### config.mk
export PLATFORM = sky130hd
export DESIGN_NAME = bridge_rx
export DESIGN_NICKNAME = d
export VERILOG_FILES = /design/src/rtl/bridge_rx.sv
export SDC_FILE = /design/constraint.sdc
export NUM_CORES = 1
export LEC_CHECK = 0
export ABC_AREA = 1
export CORE_MARGIN = 2
export CORE_UTILIZATION = 55
export CTS_CLUSTER_DIAMETER = 40
export DETAILED_ROUTE_END_ITERATION = 6
export DONT_BUFFER_PORTS = 1
export PLACE_DENSITY = 0.73
export SLEW_MARGIN = 20
export SYNTH_ARGS = -nofsm -noshare
export SYNTH_HDL_FRONTEND = slang
export SYNTH_SLANG_ARGS = --single-unit
### constraint.sdc
create_clock -name clk -period 4.9 [get_ports clk]
set_input_delay 0.49 -clock clk [delete_from_list [all_inputs] [get_ports clk]]
set_output_delay 0.49 -clock clk [all_outputs]
set_load 0.05 [all_outputs]
### src/rtl/bridge_rx.sv
// -----------------------------------------------------------------------------
// bridge_rx
//   Host-side command parser for the UART bridge. It takes bytes from the UART
//   receiver and decodes ASCII messages into register-core bus transactions:
//     read  : 'R' + NA hex address digits + CR/LF
//     write : 'W' + NA hex address digits + ND hex data digits + CR/LF
//   A well-formed message produces a one-cycle valid_o strobe. A malformed
//   message produces a one-cycle error_o strobe instead.
//
// Ports
//   clk      in   1           system clock, rising edge
//   rst_n    in   1           asynchronous active-low reset
//   data_i   in   8           received byte
//   valid_i  in   1           data_i valid strobe, one cycle per byte
//   addr_o   out  ADDR_WIDTH  transaction address, held until next transaction
//   data_o   out  DATA_WIDTH  write data, changed only by writes
//   rw_o     out  1           0 = read, 1 = write
//   valid_o  out  1           one-cycle transaction strobe
//   error_o  out  1           one-cycle malformed-message strobe
//
// Configuration
//   BRIDGE_RX_LOWERCASE_EN : when defined, 'a'-'f' are accepted as hex digits
//                            and 'r'/'w' are accepted as preambles.
// -----------------------------------------------------------------------------
module bridge_rx #(
    parameter int ADDR_WIDTH = 16,
    parameter int DATA_WIDTH = 16
) (
    input  logic                  clk,
    input  logic                  rst_n,
    input  logic [7:0]            data_i,
    input  logic                  valid_i,
    output logic [ADDR_WIDTH-1:0] addr_o,
    output logic [DATA_WIDTH-1:0] data_o,
    output logic                  rw_o,
    output logic                  valid_o,
    output logic                  error_o
);

    localparam int NA   = ADDR_WIDTH / 4;
    localparam int ND   = DATA_WIDTH / 4;
    localparam int MAXD = (NA > ND) ? NA : ND;
    localparam int CW   = $clog2(MAXD + 1);

    localparam logic [CW-1:0] NA_C    = CW'(NA);
    localparam logic [CW-1:0] NA_LAST = CW'(NA - 1);
    localparam logic [CW-1:0] ND_C    = CW'(ND);

    // DONE_R/DONE_W/ERR each last exactly one cycle; they are the cycles in
    // which valid_o or error_o is high.
    typedef enum logic [2:0] {
        IDLE,
        RADDR,
        WADDR,
        WDATA,
        DONE_R,
        DONE_W,
        ERR
    } state_t;

    state_t                  state;
    state_t                  next_state;
    logic [CW-1:0]           count;
    logic [ADDR_WIDTH-1:0]   addr_sh;
    logic [DATA_WIDTH-1:0]   data_sh;

    logic                    is_hex;
    logic [3:0]              nibble;
    logic                    is_term;
    logic                    is_r;
    logic                    is_w;

    logic                    shift_addr;
    logic                    shift_data;
    logic                    clr_count;
    logic                    inc_count;

    // Byte classification. For letters the low nibble of the ASCII code is
    // 1..6, so adding 9 yields the hex value 10..15.
    always_comb begin
        is_hex = 1'b0;
        nibble = 4'h0;
        if (data_i >= 8'h30 && data_i <= 8'h39) begin
            is_hex = 1'b1;
            nibble = data_i[3:0];
        end else if (data_i >= 8'h41 && data_i <= 8'h46) begin
            is_hex = 1'b1;
            nibble = data_i[3:0] + 4'd9;
        end
`ifdef BRIDGE_RX_LOWERCASE_EN
        else if (data_i >= 8'h61 && data_i <= 8'h66) begin
            is_hex = 1'b1;
            nibble = data_i[3:0] + 4'd9;
        end
`endif
    end

    assign is_term = (data_i == 8'h0D) || (data_i == 8'h0A);
`ifdef BRIDGE_RX_LOWERCASE_EN
    assign is_r = (data_i == 8'h52) || (data_i == 8'h72);
    assign is_w = (data_i == 8'h57) || (data_i == 8'h77);
`else
    assign is_r = (data_i == 8'h52);
    assign is_w = (data_i == 8'h57);
`endif

    // State register
    always_ff @(posedge clk or negedge rst_n) begin
        if (!rst_n) begin
            state <= IDLE;
        end else begin
            state <= next_state;
        end
    end

    // Next-state and datapath control. A preamble always restarts parsing,
    // even mid-message, so the parser resynchronises without flagging an
    // error. The one-cycle DONE/ERR states accept a byte just as IDLE does.
    always_comb begin
        next_state = state;
        shift_addr = 1'b0;
        shift_data = 1'b0;
        clr_count  = 1'b0;
        inc_count  = 1'b0;
        if (state == DONE_R || state == DONE_W || state == ERR) begin
            next_state = IDLE;
        end
        if (valid_i) begin
            if (is_r) begin
                next_state = RADDR;
                clr_count  = 1'b1;
            end else if (is_w) begin
                next_state = WADDR;
                clr_count  = 1'b1;
            end else begin
                case (state)
                    RADDR: begin
                        if (is_hex && count != NA_C) begin
                            shift_addr = 1'b1;
                            inc_count  = 1'b1;
                        end else if (is_term && count == NA_C) begin
                            next_state = DONE_R;
                        end else begin
                            next_state = ERR;
                        end
                    end
                    WADDR: begin
                        if (is_hex) begin
                            shift_addr = 1'b1;
                            if (count == NA_LAST) begin
                                next_state = WDATA;
                                clr_count  = 1'b1;
                            end else begin
                                inc_count = 1'b1;
                            end
                        end else begin
                            next_state = ERR;
                        end
                    end
                    WDATA: begin
                        if (is_hex && count != ND_C) begin
                            shift_data = 1'b1;
                            inc_count  = 1'b1;
                        end else if (is_term && count == ND_C) begin
                            next_state = DONE_W;
                        end else begin
                            next_state = ERR;
                        end
                    end
                    default: begin
                        next_state = IDLE;
                    end
                endcase
            end
        end
    end

    // Digit counter, shadow registers and the held transaction outputs. The
    // outputs load on the terminator accept edge, so they are already valid
    // in the DONE cycle that raises valid_o.
    always_ff @(posedge clk or negedge rst_n) begin
        if (!rst_n) begin
            count   <= '0;
            addr_sh <= '0;
            data_sh <= '0;
            addr_o  <= '0;
            data_o  <= '0;
            rw_o    <= 1'b0;
        end else begin
            if (clr_count) begin
                count <= '0;
            end else if (inc_count) begin
                count <= count + 1'b1;
            end
            if (shift_addr) begin
                addr_sh <= {addr_sh[ADDR_WIDTH-5:0], nibble};
            end
            if (shift_data) begin
                data_sh <= {data_sh[DATA_WIDTH-5:0], nibble};
            end
            if (next_state == DONE_R) begin
                addr_o <= addr_sh;
                rw_o   <= 1'b0;
            end else if (next_state == DONE_W) begin
                addr_o <= addr_sh;
                data_o <= data_sh;
                rw_o   <= 1'b1;
            end
        end
    end

    // Strobe outputs decoded straight from the registered state
    always_comb begin
        valid_o = (state == DONE_R) || (state == DONE_W);
        error_o = (state == ERR);
    end

endmodule
==> results of run 1 <==
[flip-flops by register name, summed over array words and instances (netlist names)]
name and cells:
addr_o 16, addr_sh 16, data_o 16, data_sh 16, count 3, state 3, rw_o 1
[per-layer routing]
metal	track usage	vias up
met5	0	-
met4	0.08814	0
met3	0.06667	11
met2	0.3463	56
met1	0.2563	1129
li1	-	1198
[through the flow]
stage	setup slack (ps)	hold slack [ps]	utilization	total power [uW]	area, um2
detailed placement	2004	195.9	0.5823	1406	3266
global route	1701	39.95	0.6307	2082	3537
global placement	2070	196.1	0.5823	1387	3266
finish	1986	22.37	0.6307	1964	3537
CTS	2001	35.76	0.6307	1980	3537
floorplan	2388	194.4	-	1334	3244
[layout make-up]
type | count | area (um2)
clock buffer | 10 | 137.6
clock inverter | 5 | 106.4
fill | 493 | 2071
inverter | 42 | 157.7
multi-input combinational | 249 | 1241
sequential | 71 | 1777
tap | 72 | 90.09
timing repair buffer | 1 | 27.53
[power groups by stage]
stage          logic, uW  registers (uW)  clock network [uW]
2_1_floorplan        280            1050                   0
3_3_place_gp         311            1080                   0
3_5_place_dp         326            1080                   0
4_1_cts              342            1070                 571
5_1_grt              402            1090                 595
6_report             338            1070                 561
[synth_stat cells (all sizes together)]
cell type  instances  area [um2]
clkbuf             7       26.28
ha                 7       87.58
or2                1       6.260
nor2              15       58.81
nand2            131       506.7
nand3             21       127.6
o21ai             45       247.7
inv               42       157.6
nor3               4       25.02
a21oi              3       37.53
dfrtp             71        1777
o22ai              2       12.51
buf                7       47.54
nand4             19       118.9
nand3b             1       7.510
[path summary, 6_finish.rpt]
| check | start | end | slack [ps] | cells past startpoint |
|---|---|---|---|---|
| max | state[0] | addr_o[4] | 1990 | 7 |
| min | rst_n | addr_o[3] | 20 | 1 |
| max reg2reg | state[0] | addr_o[4] | 1990 | 7 |
| min reg2reg | data_sh[12] | data_sh[12] | 480 | 2 |
| max in group asynchronous | rst_n | data_o[1] | 4580 | 1 |
| min in group clk | valid_i | count[2] | 370 | 2 |
[cell families after synthesis]
group / after synthesis / share of synthesized area
fa+ha+maj: 7 / 0.02699
flops: 71 / 0.5476
compound gates: 50 / 0.09178
buf+inv: 56 / 0.07135
simple gates: 192 / 0.2622
[what timing repair did]
action / in CTS / in global routing
endpoints found under the hold margin: 71 / 0
resized for setup: 0 / 0
hold buffers: 1 / 0
[worst max-delay path, delay by kind of cell, from the launching register on]
| kind | cells | cell delay [ps] |
|---|---|---|
| AND/OR/NAND/NOR | 4 | 1440 |
| AO/OA/AOI/OAI | 2 | 850 |
| flip-flops | 1 | 450 |
| buffers and inverters | 1 | 60 |
==> metrics.md, run 1 <==
| Metric | Value |
|---|---|
| Reg power frac | 0.542 |
| Routability congestion estimate | 0.9023 |
| Total track usage | 0.2104 |
| CTS tree | built |
| Post-route insts no fill | 450 |
| Post-synth cell types | 26 |
| Initial DRC Count | 164 |
| Cells after Synth | 376 |
| DP Cell Count | 434 |
| Clock-pin slew on the worst setup and hold paths | 80 ps |
| Largest net degree at the start of global routing | 72 |
| Unrepaired setup endpoints after global routing | false |
| Power per cell area | 555.4 nW/um2 |
| Hold Fails Final Rpt | 0 |
| Row count | 27 |
| Total overflow reported by the global router | 0 |
| Worst hold path class | input pin to asynchronous set/reset pin |
| Setup_tns | 0 ps |
| Initial antenna violation count | 0 |
| Crit-path max cell delay | 800 ps |
| Leakage | 0.001823 uW |
| Top Layer Used | met4 |
| H-tree depth | 3 |
| Metal2 WL | 2.831 mm |
| Crit path cell chain | nor3_2, nor2_1, nand2_1, inv_1, a21oi_4, nand2_2, o21ai_0 |
| Mapped Nets | 394 |
| Clock skew | 11.99 ps |
| Commonest non-fill, non-tap cells in the layout | nand2_1, dfrtp_1, inv_1 |
| Routed wl met3 | 315 um |
| Worst VDD drop | 0.2972 mV |
| Setup CP Type | register to register |
| First-pass GRT wire length | 10.53 mm |
| Period utilisation layout | 0.5948 |
| Sequential cell area fraction in the yosys report | 0.5476 |
| Die H | 80.81 um |
| Gate power share | 0.172 |
| Placed wire-length estimate | 4.150 mm |
| CP required | 5130 ps |
| Final Max Tran Viols | 0 |
| Final #Nets | 392 |
| Clk buf depth | 2 |
| M1 WL | 2.863 mm |
| Slowest CP cell | nor3_2 |
| Root buffer cell | clkbuf_8 |
| Core area | 5608 um2 |
| Area grow syn2layout | 9.024% |
| DR WL/cell | 13.56 um |
| Setup violators final | 0 |
| TritonRoute pass-1 iters | 4 |
| Share of post-route cells with drive strength above 1 | 0.1005 |
| Post-synthesis register bit count | 71 |
| Critical-path maximum fanout | 29 |
| Sw power | 784.1 uW |
| Achievable Freq | 0.3431 GHz |
| Worst Path Arrival | 3150 ps |
| Postcts setup bufs | 0 |
| Relative slew margins | 0.3302 |
| Int Power | 1180 uW |
| Crit path launch type | register |
| Final ANT Viol Nets | 0 |
| Synth Cell Area | 3244 um2 |
| Least-Margin Pin Slew | 1001 ps |
| DR vias | 2394 |
| Yosys warns | 0 |
| Clk Latency, worst-skew pair | 340 ps |
| # IOs | 46 |
| Maxcap violations | 0 |
| Clk pwr share | 0.285 |
| Post-DR vias/cell | 5.320 |
| Net Sw Frac | 0.3991 |
| Die ar. | 6529 um2 |
| Commonest non-fill, non-tap cell in the layout | nand2_1 |
| Die X-Extent | 80.81 um |
| Num CTS Buffers | 9 |
| Min cycle time layout | 2914 ps |
| Mapped Avg Cell Area | 8.629 um2 |
| Port Buffers | 0 |
| DRT Wirelength | 6.103 mm |
| Status | complete, no violations |
| DRC | 0 |
| Crit end category | register |
| CTS Sinks | 71 |
| Vias in the first global route | 2404 |
| Initial Util | 0.5785 |
| N_diodes | 0 |
Note: power is estimated with default switching activity, not from simulation.
==> inputs of run 2 (changes only) <==
Clock period 4.9 ns to 2.7 ns, I/O delays scaled along.
==> run 2 against run 1 <==
Against the previous run:
- non-clock buffer count grew 8
- global-route usage rose by 0.68 points
- wire length rose by 3.5%
- critical path type unchanged
- critical endpoint is now addr_o[5]
- highest routed layer unchanged
==> metrics.md, run 2 (synthesis results as in run 1) <==
| Metric | Value |
|---|---|
| Power per cell area | 939.6 nW/um2 (+69%) |
| Worst Path Arrival | 2500 ps (-650 ps) |
| H-tree depth | 3 (unchanged) |
| Hold slack | 164.3 ps (+142.0 ps) |
| Total overflow reported by the global router | 0 (unchanged) |
| Least-Margin Pin Slew | 781.3 ps (-219.7 ps) |
| Die H | 80.81 um (unchanged) |
| Setup_tns | 0 ps (unchanged) |
| Crit path launch type | register |
| Core area | 5608 um2 (unchanged) |
| Worst hold path class | input pin to register |
| Vias in the first global route | 2383 (-0.87%) |
| DR WL/cell | 13.79 um (+1.7%) |
| Share of post-route cells with drive strength above 1 | 0.1140 (+0.01346) |
| Leakage | 0.001835 uW (+0.63%) |
| Relative slew margins | 0.4790 (+0.1488) |
| Area grow syn2layout | 8.639% |
| Setup CP Type | register to register |
| Clk buf depth | 2 (unchanged) |
| Clock skew | 4.484 ps (-7.510 ps) |
| Largest net degree at the start of global routing | 72 (unchanged) |
| Filler Cell Count | 490 (-0.61%) |
| DRT Wirelength | 6.315 mm (+3.5%) |
| Clk Latency, worst-skew pair | 350 ps (about the same) |
| Maxcap violations | 0 (unchanged) |
| Die X-Extent | 80.81 um (unchanged) |
| CTS tree | built |
| DR vias | 2441 (+2.0%) |
| Initial Util | 0.5785 (unchanged) |
| Final Total Pwr | 3312 uW (+69%) |
| Final ANT Viol Nets | 0 (unchanged) |
| Unrepaired setup endpoints after global routing | false |
| DRC | 0 (unchanged) |
| TritonRoute pass-1 iters | 4 (unchanged) |
| CTS Sinks | 71 (unchanged) |
| Status | complete, no violations |
| N_diodes | 0 (unchanged) |
| Worst VDD drop | 0.5028 mV (+69%) |
| Placed wire-length estimate | 4.364 mm (+5.2%) |
| Port Buffers | 0 (unchanged) |
| Final #Nets | 400 (+2.0%) |
| Slowest CP cell | dfrtp_1 |
| Die ar. | 6529 um2 (unchanged) |
| Num CTS Buffers | 9 (unchanged) |
| Final Max Tran Viols | 0 (unchanged) |
| Setup WS pre-CTS | 226.4 ps (-1778 ps) |
| Achievable Freq | 0.4375 GHz (+27%) |
| Worst Setup Slack, final | 414.2 ps (-1571 ps) |
| Crit end category | register |
| Util after Layout | 0.6285 (-0.002231) |
| Crit path cell chain | inv_1, ha_1, nand2_1, nor2_1, nand3_1, nand3_1, nand3_2, a21oi_4, nand2_4, nand2_1, o21ai_0 |
| Root buffer cell | clkbuf_8 |
| # IOs | 46 (unchanged) |
| Postcts setup bufs | 0 (unchanged) |
| Initial antenna violation count | 0 (unchanged) |
| Routability congestion estimate | 0.8486 (-6.0%) |
| Period utilisation layout | 0.8466 (+0.2518) |
| Total track usage | 0.2172 (+0.006795) |
| Commonest non-fill, non-tap cell in the layout | nand2_1 |
| Commonest non-fill, non-tap cells in the layout | nand2_1, dfrtp_1, inv_1 |
| Clock-pin slew on the worst setup and hold paths | 70 ps (about the same) |
| Setup violators final | 0 (unchanged) |
| Row count | 27 (unchanged) |
| CP required | 2920 ps (-2210 ps) |
| Critical-path maximum fanout | 29 (unchanged) |
| Hold Fails Final Rpt | 0 (unchanged) |
| Min cycle time layout | 2286 ps (-628.5 ps) |
| Crit-path max cell delay | 390 ps (-410 ps) |
| Post-DR vias/cell | 5.330 (+0.18%) |
| Initial DRC Count | 169 (+3.0%) |
| First-pass GRT wire length | 10.72 mm (+1.8%) |
run 2: cell types whose count changed in the layout (fill, tap and decap cells not counted), sizes merged:
cell	before	now
clkinv	1	3
buf	1	8
dlygate4sd3	0	1
clkbuf	10	11
bufinv	3	0
run 2: path summary, 6_finish.rpt:
path,from,end,slack (ps),cells after the start
max in group asynchronous,rst_n,data_o[1],1970,2
max,count[0],addr_o[5],410,11
min in group asynchronous,rst_n,addr_o[6],460,2
min,valid_i,count[2],160,2
min reg2reg,data_sh[14],data_sh[14],480,2
max reg2reg,count[0],addr_o[5],410,11
run 2: worst max-delay path: cells and delay by family (launching register included):
family | cells | cell delay, ps
compound gates | 2 | 470
fa+ha+maj | 1 | 170
buf+inv | 1 | 90
flops | 1 | 390
simple gates | 7 | 1030
run 2: timing repair:
action,CTS,global route
hold buffers,2,0
resized for setup,0,1
setup endpoints to repair,0,2
hold endpoints to repair,71,0
run 2: area by class of cell:
class	instances	area (um2)	share of cell area
clock buffers	11	141.4	0.04011
inverters	42	157.7	0.04473
flip-flops and latches	71	1777	0.5041
clock inverters	4	22.52	0.006390
repair buffers	9	90.09	0.02556
well taps	72	90.09	0.02556
multi-input cells	249	1246	0.3536
run 2: metal layers:
metal,track usage,share of wire,wire length (um)
met5,0,0,0
met2,0.3322,0.45,2862
met3,0.05333,0.055,346
met1,0.2880,0.46,2931
met4,0.1136,0.028,174
run 2: metrics by stage:
stage               cell area [um2]  std cells
detailed placement             3318        441
global route                   3525        458
finish                         3525        458
global placement               3318        441
CTS                            3520        458
floorplan                      3244        376
run 2: power breakdown:
group / leakage [uW] / switching (uW) / internal, uW
Clock: 0.0000850 / 381 / 348
Sequential: 0.000935 / 621 / 1310
Combinational: 0.000814 / 432 / 217
